`src/rtl/snack_vend_pkg.sv`:
```
// Shared constants for the 20c snack vending controller: state encodings,
// coin codes and pricing expressed in nickel units.
package snack_vend_pkg;

  // Each state encoding equals the credit held, counted in nickels.
  typedef enum logic [2:0] {
    S0  = 3'b000,
    S5  = 3'b001,
    S10 = 3'b010,
    S15 = 3'b011
  } state_t;

  localparam logic [2:0] COIN_NONE    = 3'b000;
  localparam logic [2:0] COIN_NICKEL  = 3'b001;
  localparam logic [2:0] COIN_DIME    = 3'b010;
  localparam logic [2:0] COIN_QUARTER = 3'b100;

  localparam int unsigned PRICE        = 20;
  localparam int unsigned NICKEL_CENTS = 5;
  localparam logic [3:0]  PRICE_N      = 4'(PRICE / NICKEL_CENTS);

  typedef struct packed {
    logic dispense;
    logic nickel;
    logic dime;
    logic ret;
  } pulses_t;

  function automatic logic [3:0] coin_nickels(input logic [2:0] code);
    case (code)
      COIN_NICKEL:  return 4'd1;
      COIN_DIME:    return 4'd2;
      COIN_QUARTER: return 4'd5;
      default:      return 4'd0;
    endcase
  endfunction

endpackage

```
`src/rtl/snack_vend_if.sv`:
```
// Coin acceptor / actuator bundle of the snack vending controller.
interface snack_vend_if;
  logic [2:0] coin_in;
  logic       out_nickel;
  logic       out_dime;
  logic       dispense_item;
  logic       out_return;
  logic [2:0] state_cur;
  logic [2:0] state_nxt;

  modport master (
    output coin_in,
    input  out_nickel, out_dime, dispense_item, out_return, state_cur, state_nxt
  );

  modport slave (
    input  coin_in,
    output out_nickel, out_dime, dispense_item, out_return, state_cur, state_nxt
  );
endinterface

```
`src/rtl/snack_vend_coin_edge.sv`:
```
// Detects a new coin insertion (idle -> non-idle) and classifies the code.
module snack_vend_coin_edge
  import snack_vend_pkg::*;
(
  input  logic       clk,
  input  logic       rst,
  input  logic [2:0] coin_in,
  output logic       coin_event,
  output logic       coin_valid
);
  logic [2:0] coin_prev;

  // Reset to all-ones so a coin held through reset release is not counted.
  always_ff @(posedge clk) begin
    if (rst) coin_prev <= '1;
    else     coin_prev <= coin_in;
  end

  always_comb begin
    coin_event = (coin_prev == COIN_NONE) && (coin_in != COIN_NONE);
    coin_valid = (coin_in == COIN_NICKEL) || (coin_in == COIN_DIME) ||
                 (coin_in == COIN_QUARTER);
  end
endmodule

```
`src/rtl/snack_vend.sv`:
```
// 20c snack vending controller: credit FSM with registered one-cycle
// dispense, change and reject strobes.
module snack_vend
  import snack_vend_pkg::*;
(
  input  logic         clk,
  input  logic         rst,
  snack_vend_if.slave  bus
);
  state_t     state_q, state_d;
  pulses_t    pulse_q, pulse_d;
  logic       coin_event, coin_valid;
  logic [3:0] total, change;

  snack_vend_coin_edge u_coin_edge (
    .clk        (clk),
    .rst        (rst),
    .coin_in    (bus.coin_in),
    .coin_event (coin_event),
    .coin_valid (coin_valid)
  );

  // Transition table folded into nickel arithmetic: credit + coin either stays
  // below price (new credit) or its excess over price selects the change.
  always_comb begin
    state_d = state_q;
    pulse_d = '0;
    total   = '0;
    change  = '0;
    case (state_q)
      S0, S5, S10, S15: begin
        if (coin_event) begin
          if (!coin_valid) begin
            pulse_d.ret = 1'b1;
          end else begin
            total = {1'b0, state_q} + coin_nickels(bus.coin_in);
            if (total < PRICE_N) begin
              state_d = state_t'(total[2:0]);
            end else begin
              change = total - PRICE_N;
              case (change)
                4'd0: begin state_d = S0; pulse_d.dispense = 1'b1; end
                4'd1: begin state_d = S0; pulse_d.dispense = 1'b1; pulse_d.nickel = 1'b1; end
                4'd2: begin state_d = S0; pulse_d.dispense = 1'b1; pulse_d.dime = 1'b1; end
                4'd3: begin
                  state_d          = S0;
                  pulse_d.dispense = 1'b1;
                  pulse_d.dime     = 1'b1;
                  pulse_d.nickel   = 1'b1;
                end
                default: pulse_d.ret = 1'b1;
              endcase
            end
          end
        end
      end
      default: state_d = S0;
    endcase
  end

  always_ff @(posedge clk) begin
    if (rst) begin
      state_q <= S0;
      pulse_q <= '0;
    end else begin
      state_q <= state_d;
      pulse_q <= pulse_d;
    end
  end

  always_comb begin
    bus.state_cur     = state_q;
    bus.state_nxt     = state_d;
    bus.dispense_item = pulse_q.dispense;
    bus.out_nickel    = pulse_q.nickel;
    bus.out_dime      = pulse_q.dime;
    bus.out_return    = pulse_q.ret;
  end
endmodule

```
`src/flat_wrapper.sv`:
```
// flat-port wrapper written by rule: the top's interface ports become plain ports
module snack_vend_flat import snack_vend_pkg::*;
  (clk, rst, bus_coin_in, bus_out_nickel, bus_out_dime, bus_dispense_item, bus_out_return, bus_state_cur, bus_state_nxt);
  snack_vend_if bus_i ();
  input  logic clk;
  input  logic rst;
  input wire logic [$bits(bus_i.coin_in)-1:0] bus_coin_in;
  output wire logic [$bits(bus_i.out_nickel)-1:0] bus_out_nickel;
  output wire logic [$bits(bus_i.out_dime)-1:0] bus_out_dime;
  output wire logic [$bits(bus_i.dispense_item)-1:0] bus_dispense_item;
  output wire logic [$bits(bus_i.out_return)-1:0] bus_out_return;
  output wire logic [$bits(bus_i.state_cur)-1:0] bus_state_cur;
  output wire logic [$bits(bus_i.state_nxt)-1:0] bus_state_nxt;
  assign bus_i.coin_in = bus_coin_in;
  assign bus_out_nickel = bus_i.out_nickel;
  assign bus_out_dime = bus_i.out_dime;
  assign bus_dispense_item = bus_i.dispense_item;
  assign bus_out_return = bus_i.out_return;
  assign bus_state_cur = bus_i.state_cur;
  assign bus_state_nxt = bus_i.state_nxt;
  snack_vend u_core (.clk(clk), .rst(rst), .bus(bus_i));
endmodule
```
`config.mk`:
```
export PLATFORM = sky130hd
export DESIGN_NAME = snack_vend_flat
export DESIGN_NICKNAME = d
export VERILOG_FILES = /design/src/rtl/snack_vend_pkg.sv /design/src/rtl/snack_vend_if.sv /design/src/rtl/snack_vend_coin_edge.sv /design/src/rtl/snack_vend.sv /design/src/flat_wrapper.sv
export SDC_FILE = /design/constraint.sdc
export NUM_CORES = 1
export LEC_CHECK = 0
export BUFFER_PORTS_ARGS = -buffer_cell sky130_fd_sc_hd__buf_2
export CAP_MARGIN = 20
export CORE_AREA = 2 2 39 41
export CTS_CLUSTER_SIZE = 30
export DETAILED_ROUTE_END_ITERATION = 12
export DIE_AREA = 0 0 41 43
export GPL_TIMING_DRIVEN = 0
export PLACE_DENSITY_LB_ADDON = 0.15
export SLEW_MARGIN = 20
export SYNTH_ARGS = -nofsm -noshare
export SYNTH_HDL_FRONTEND = slang
export SYNTH_SLANG_ARGS = --single-unit
```
`constraint.sdc`:
```
create_clock -name clk -period 4.1 [get_ports clk]
set_input_delay 0.41 -clock clk [delete_from_list [all_inputs] [get_ports clk]]
set_output_delay 0.41 -clock clk [all_outputs]
set_load 0.005 [all_outputs]
```
# Word-level counts from Yosys, hierarchy flattened

Cells that the tools add are included.

$add $sub $neg: 2
Order comparisons: 1
Equal/unequal tests: 9
Muxes and demuxes: 15
Bitwise logic cells: 3
Reductions and logical operators: 13

Operator list:

| kind                                                 | number |
|---|---|
| two-way mux 3 bit                                    | 5 |
| two-way mux 4 bit                                    | 3 |
| equality test 3 x 2 -> 1 bit (second input constant) | 3 |
| one-hot mux 3 bit (3 select lines)                   | 1 |
| equality test 4 x 2 -> 1 bit (second input constant) | 2 |
| OR reduction 4 bit                                   | 2 |
| equality test 3 x 1 -> 1 bit (second input constant) | 2 |
| logical NOT 3 bit                                    | 2 |
| two-way mux 1 bit                                    | 6 |
| OR reduction 5 bit                                   | 1 |
| adder 3 x 4 -> 4 bit                                 | 1 |
| equality test 4 x 1 -> 1 bit (second input constant) | 1 |
| logical NOT 4 bit                                    | 1 |
| < comparator 4 x 3 -> 1 bit (second input constant)  | 1 |
| OR reduction 2 bit                                   | 2 |
| subtractor 4 x 3 -> 4 bit (second input constant)    | 1 |
| equality test 3 bit (second input constant)          | 1 |
| NOT 1 bit                                            | 3 |
| nonzero test 3 bit                                   | 1 |
| OR reduction 3 bit                                   | 1 |
| logical OR 1 bit                                     | 2 |
| logical AND 1 bit                                    | 1 |

Bits in registers: 10
Output and inout bits: 10
Word-level logic and storage cells: 49

# Depth between registers and ports, before layout

Word-level depth: 15
Gate-level depth with buffers: 8

# By module

A second synthesis with hierarchy kept.

Cells, all modules: 50
Area total of the unflattened synthesis: 515.5 um^2

By module, submodules not included:

| module               | instances | cells an instance | area an instance (um^2) | sequential area each (um^2) |
|---|---|---|---|---|
| snack_vend           | 1         | 39                | 397.9                   | 140.1 |
| snack_vend_coin_edge | 1         | 11                | 117.6                   | 60.1 |

# Worst setup path before layout

OpenSTA, ideal clock, no wires.

Path type: input to output
Start point: input port bus_coin_in[1]
End point: output port bus_state_nxt[0]
Data arrival time: 1.754 ns
Data required time: 3.690 ns
Setup slack: 1.936 ns
Stages: 7
Path through: nor3b_1 > ha_1 > a21oi_1 > nand2_1 > or3b_1 > buf_6 > mux2i_1

Longest elaborated chain between the ends: 14
Elaborated cells between the ends (all ways): 24
Those cells by class: add/sub: 2; order compare: 1; eq/ne: 6; mux: 9; reduce/logical: 6

RTL lines:

| element                                                    | RTL line                                         | source |
|---|---|---|
| from (decl)                                                | flat_wrapper.sv:7                                | `input wire logic [$bits(bus_i.coin_in)-1:0] bus_coin_in;` |
| equality test 3 bit, or another cell as far along          | snack_vend_pkg.sv:30, snack_vend_coin_edge.sv:22 |  |
| one-hot mux 3 bit (3 select lines)                         | snack_vend_pkg.sv:30                             | `case (code)` |
| two-way mux 4 bit                                          | snack_vend.sv:33                                 | `if (!coin_valid) begin` |
| two-way mux 4 bit                                          | snack_vend.sv:32                                 | `if (coin_event) begin` |
| two-way mux 4 bit                                          | snack_vend.sv:30                                 | `case (state_q)` |
| adder 3 x 4 -> 4 bit                                       | snack_vend.sv:36                                 | `total = {1'b0, state_q} + coin_nickels(bus.coin_in);` |
| subtractor 4 x 3 -> 4 bit                                  | snack_vend.sv:40                                 | `change = total - PRICE_N;` |
| equality test 4 x 1 -> 1 bit, or another cell as far along | snack_vend.sv:41                                 | `case (change)` |
| OR reduction 4 bit (no source line)                        | -                                                |  |
| two-way mux 3 bit                                          | snack_vend.sv:41                                 |  |
| two-way mux 3 bit                                          | snack_vend.sv:37                                 | `if (total < PRICE_N) begin` |
| two-way mux 3 bit                                          | snack_vend.sv:33                                 |  |
| two-way mux 3 bit *                                        | snack_vend.sv:32                                 |  |
| two-way mux 3 bit *                                        | snack_vend.sv:30                                 |  |
| to (decl)                                                  | flat_wrapper.sv:13                               | `output wire logic [$bits(bus_i.state_nxt)-1:0] bus_state_nxt;` |

Every way passes the cells marked *; elsewhere a longest branch is shown, timed or not. The select of a mux whose other input is x is not followed.

# Final worst setup path

Start point: input port bus_coin_in[1]
End point: output port bus_state_nxt[1]

Same word-level chain as after synthesis.

==> out/qor.yml <==
critPathMaxStageDelay_ns: 0.40
drc: 0
die-area_sq_mm: 0.00176
fin_skew_ns: 0.00562
vias_per_cell: 4.52
synthFlopType: "dfxtp_1"
worst_ir_drop_vdd_mv: 0.145
synthTopCellsByArea: "dfxtp_1 39%, mux2i_1 7.8%, ha_1 7.3%"
grt_pass1_wl_mm: 1.45
hp-class: "in2reg"
end_kind: "output pin"
maxSlewViolCount: 0
cts.htree.levels: 1
post-route-period-util: 0.605
clockBufferDepth: 2
startpoint_type: "input port"
synth_top_cell_area_share: 0.390
clockRootBuffer: "clkbuf_4"
cpMostUsedCell: "buf_2"
path_max_fanout: 6
hpwl_um: 670
arrival_ns: 2.07
n_fill_cell: 143
fin_hold_ws_ns: 0.401
rsz0062_at_grt: "false"
routed_wl_um: 883
fin_tns_setup_ns: 0
start_util: 0.371
cpLargestDelayFamily: "simple AND/OR/NAND/NOR gates"
cts_resized: 0
post_cts_buffers: 0
clock_latency_ns: 0.27
postPlaceCellArea_sq_um: 602
hold_viol: 0
synth-async-reset-ratio: 0
synth_most_common_cell: "dfxtp_1"
fmax_mhz: 403
cts_hold_buf: 0
cts_buffers: 3
synth-edff-count: 0
die_width_um: 41
leakage_nw: 0.336
critPathBufInv: 3
port_buffers: 13
cts_tree: "built"
cp.required_ns: 3.69
crit_path_top_delay_cell: "or3b_1"
path_cells: "buf_2, nor3b_1, ha_1, a21oi_1, nand2_1, or3b_1, buf_6, mux2i_1, buf_2"
worstSetupPathType: "in2out"
ys_seq_area_frac: 0.390
finalWeightedCongestion: 0.752
power.density_mw_per_mm2: 331
status: "complete, no violations"
drt_pass1_iterations: 2
grt_pass1_vias: 341
rows: 14
core_sq_mm: 0.00138
yosys-top-cells-count: "10 x dfxtp_1, 7 x nand2_1, 4 x mux2i_1, 4 x nor3_1"
grt.total_usage: 0.131
initialDrtViolationCount: 3
num_vias: 393
yosys.area.top_type: "dfxtp_1"
final-setup-viol-count: 0
num_io_pins: 15
maxCapViolations: 0
nets: 81
min_period_ns: 2.48
syn_inst: 53
cts.clk_slew.worst_paths_ns: 0.07
syn2layout_area_growth_pct: 24.4
grt_max_degree: 8
drive_above_1_share: 0.324
antenna_found_initial: 0
design_area_sq_um: 638
wl_per_cell_um: 10.1
diodes: 0
netlist_area_sq_um: 513
yosysUniqueCellTypes: 24
ant_nets: 0
cts_sinks: 10
ys_warn_count: 0
fp.dieH_um: 43
overflow: 0
syn_avg_cell_area_sq_um: 9.68
ys_seq_elements: 10
==> path summary, 6_finish.rpt <==
| check | from | to | slack, ns | cells after the start |
|---|---|---|---|---|
| min reg2reg | u_core.bus.state_cur[0] | u_core.bus.state_cur[0] | 0.51 | 2 |
| max reg2reg | u_core.bus.state_cur[0] | u_core.bus.out_dime | 2.31 | 6 |
| max | bus_coin_in[1] | bus_state_nxt[1] | 1.62 | 9 |
| min | rst | u_core.u_coin_edge.coin_prev[1] | 0.40 | 2 |
==> cells in the final DEF, fill, tap and decap left out, types with 2 or more instances in the layout <==
cell	netlist	routed
conb_1	1	2
clkbuf_4	0	3
mux2i_1	4	4
nand2b_1	2	2
or2_2	3	3
and2_1	2	2
nand2_1	7	7
ha_1	3	3
nor2_1	3	3
dfxtp_1	10	10
nor3_1	4	4
buf_2	0	13
==> final cells by class <==
cell class | count | area [sq um] | area share
Clock buffer | 4 | 36.3 | 0.0569
Buffer | 2 | 18.8 | 0.0294
Tap cell | 16 | 20.0 | 0.0314
Multi-Input combinational cell | 42 | 298 | 0.467
Timing Repair Buffer | 13 | 65.1 | 0.102
Sequential cell | 10 | 200 | 0.314
==> worst register-to-register path, stage by stage, from the launching register on <==
cell      delay (ns)
dfxtp_1         0.34
ha_1            0.24
fa_1            0.38
xor2_1          0.25
nand4b_1        0.13
nor3_1          0.25
and2_1          0.16
==> through the flow <==
step	util	total power [mW]	std cells	worst slack [ns]
floorplan	-	0.115	54	1.94
global placement	0.435	0.122	83	1.61
detailed placement	0.435	0.122	83	1.59
CTS	0.461	0.213	87	1.61
global route	0.461	0.222	87	1.40
finish	0.461	0.211	87	1.62
==> sequential cells by signal (all words and copies together), names as in the netlist <==
name	flops
u_core.bus.state_cur	3
u_core.u_coin_edge.coin_prev	3
u_core.bus.dispense_item	1
u_core.bus.out_dime	1
u_core.bus.out_nickel	1
u_core.bus.out_return	1
==> logic make-up after synthesis <==
family,share of synthesized area
mux,0.0781
simple gates,0.293
fa+ha+maj,0.112
flops,0.390
buf+inv,0.0366
compound gates,0.0488
other cells,0.00731
xor+xnor,0.0342
==> power by group <==
part / total, mW / internal, mW / switching, mW
clock: 0.0914 / 0.0540 / 0.0374
combinational: 0.0191 / 0.00870 / 0.0104
sequential: 0.100 / 0.0992 / 0.00131
==> routing by layer <==
| layer | track usage | part of all wire | vias up |
|---|---|---|---|
| li1 | - | - | 210 |
| met1 | 0.159 | 0.50 | 175 |
| met2 | 0.159 | 0.45 | 8 |
| met3 | 0.0785 | 0.052 | 0 |
| met4 | 0.100 | 0 | 0 |
| met5 | 0 | 0 | - |
No activity file was read; power rests on OpenSTA's default activity.
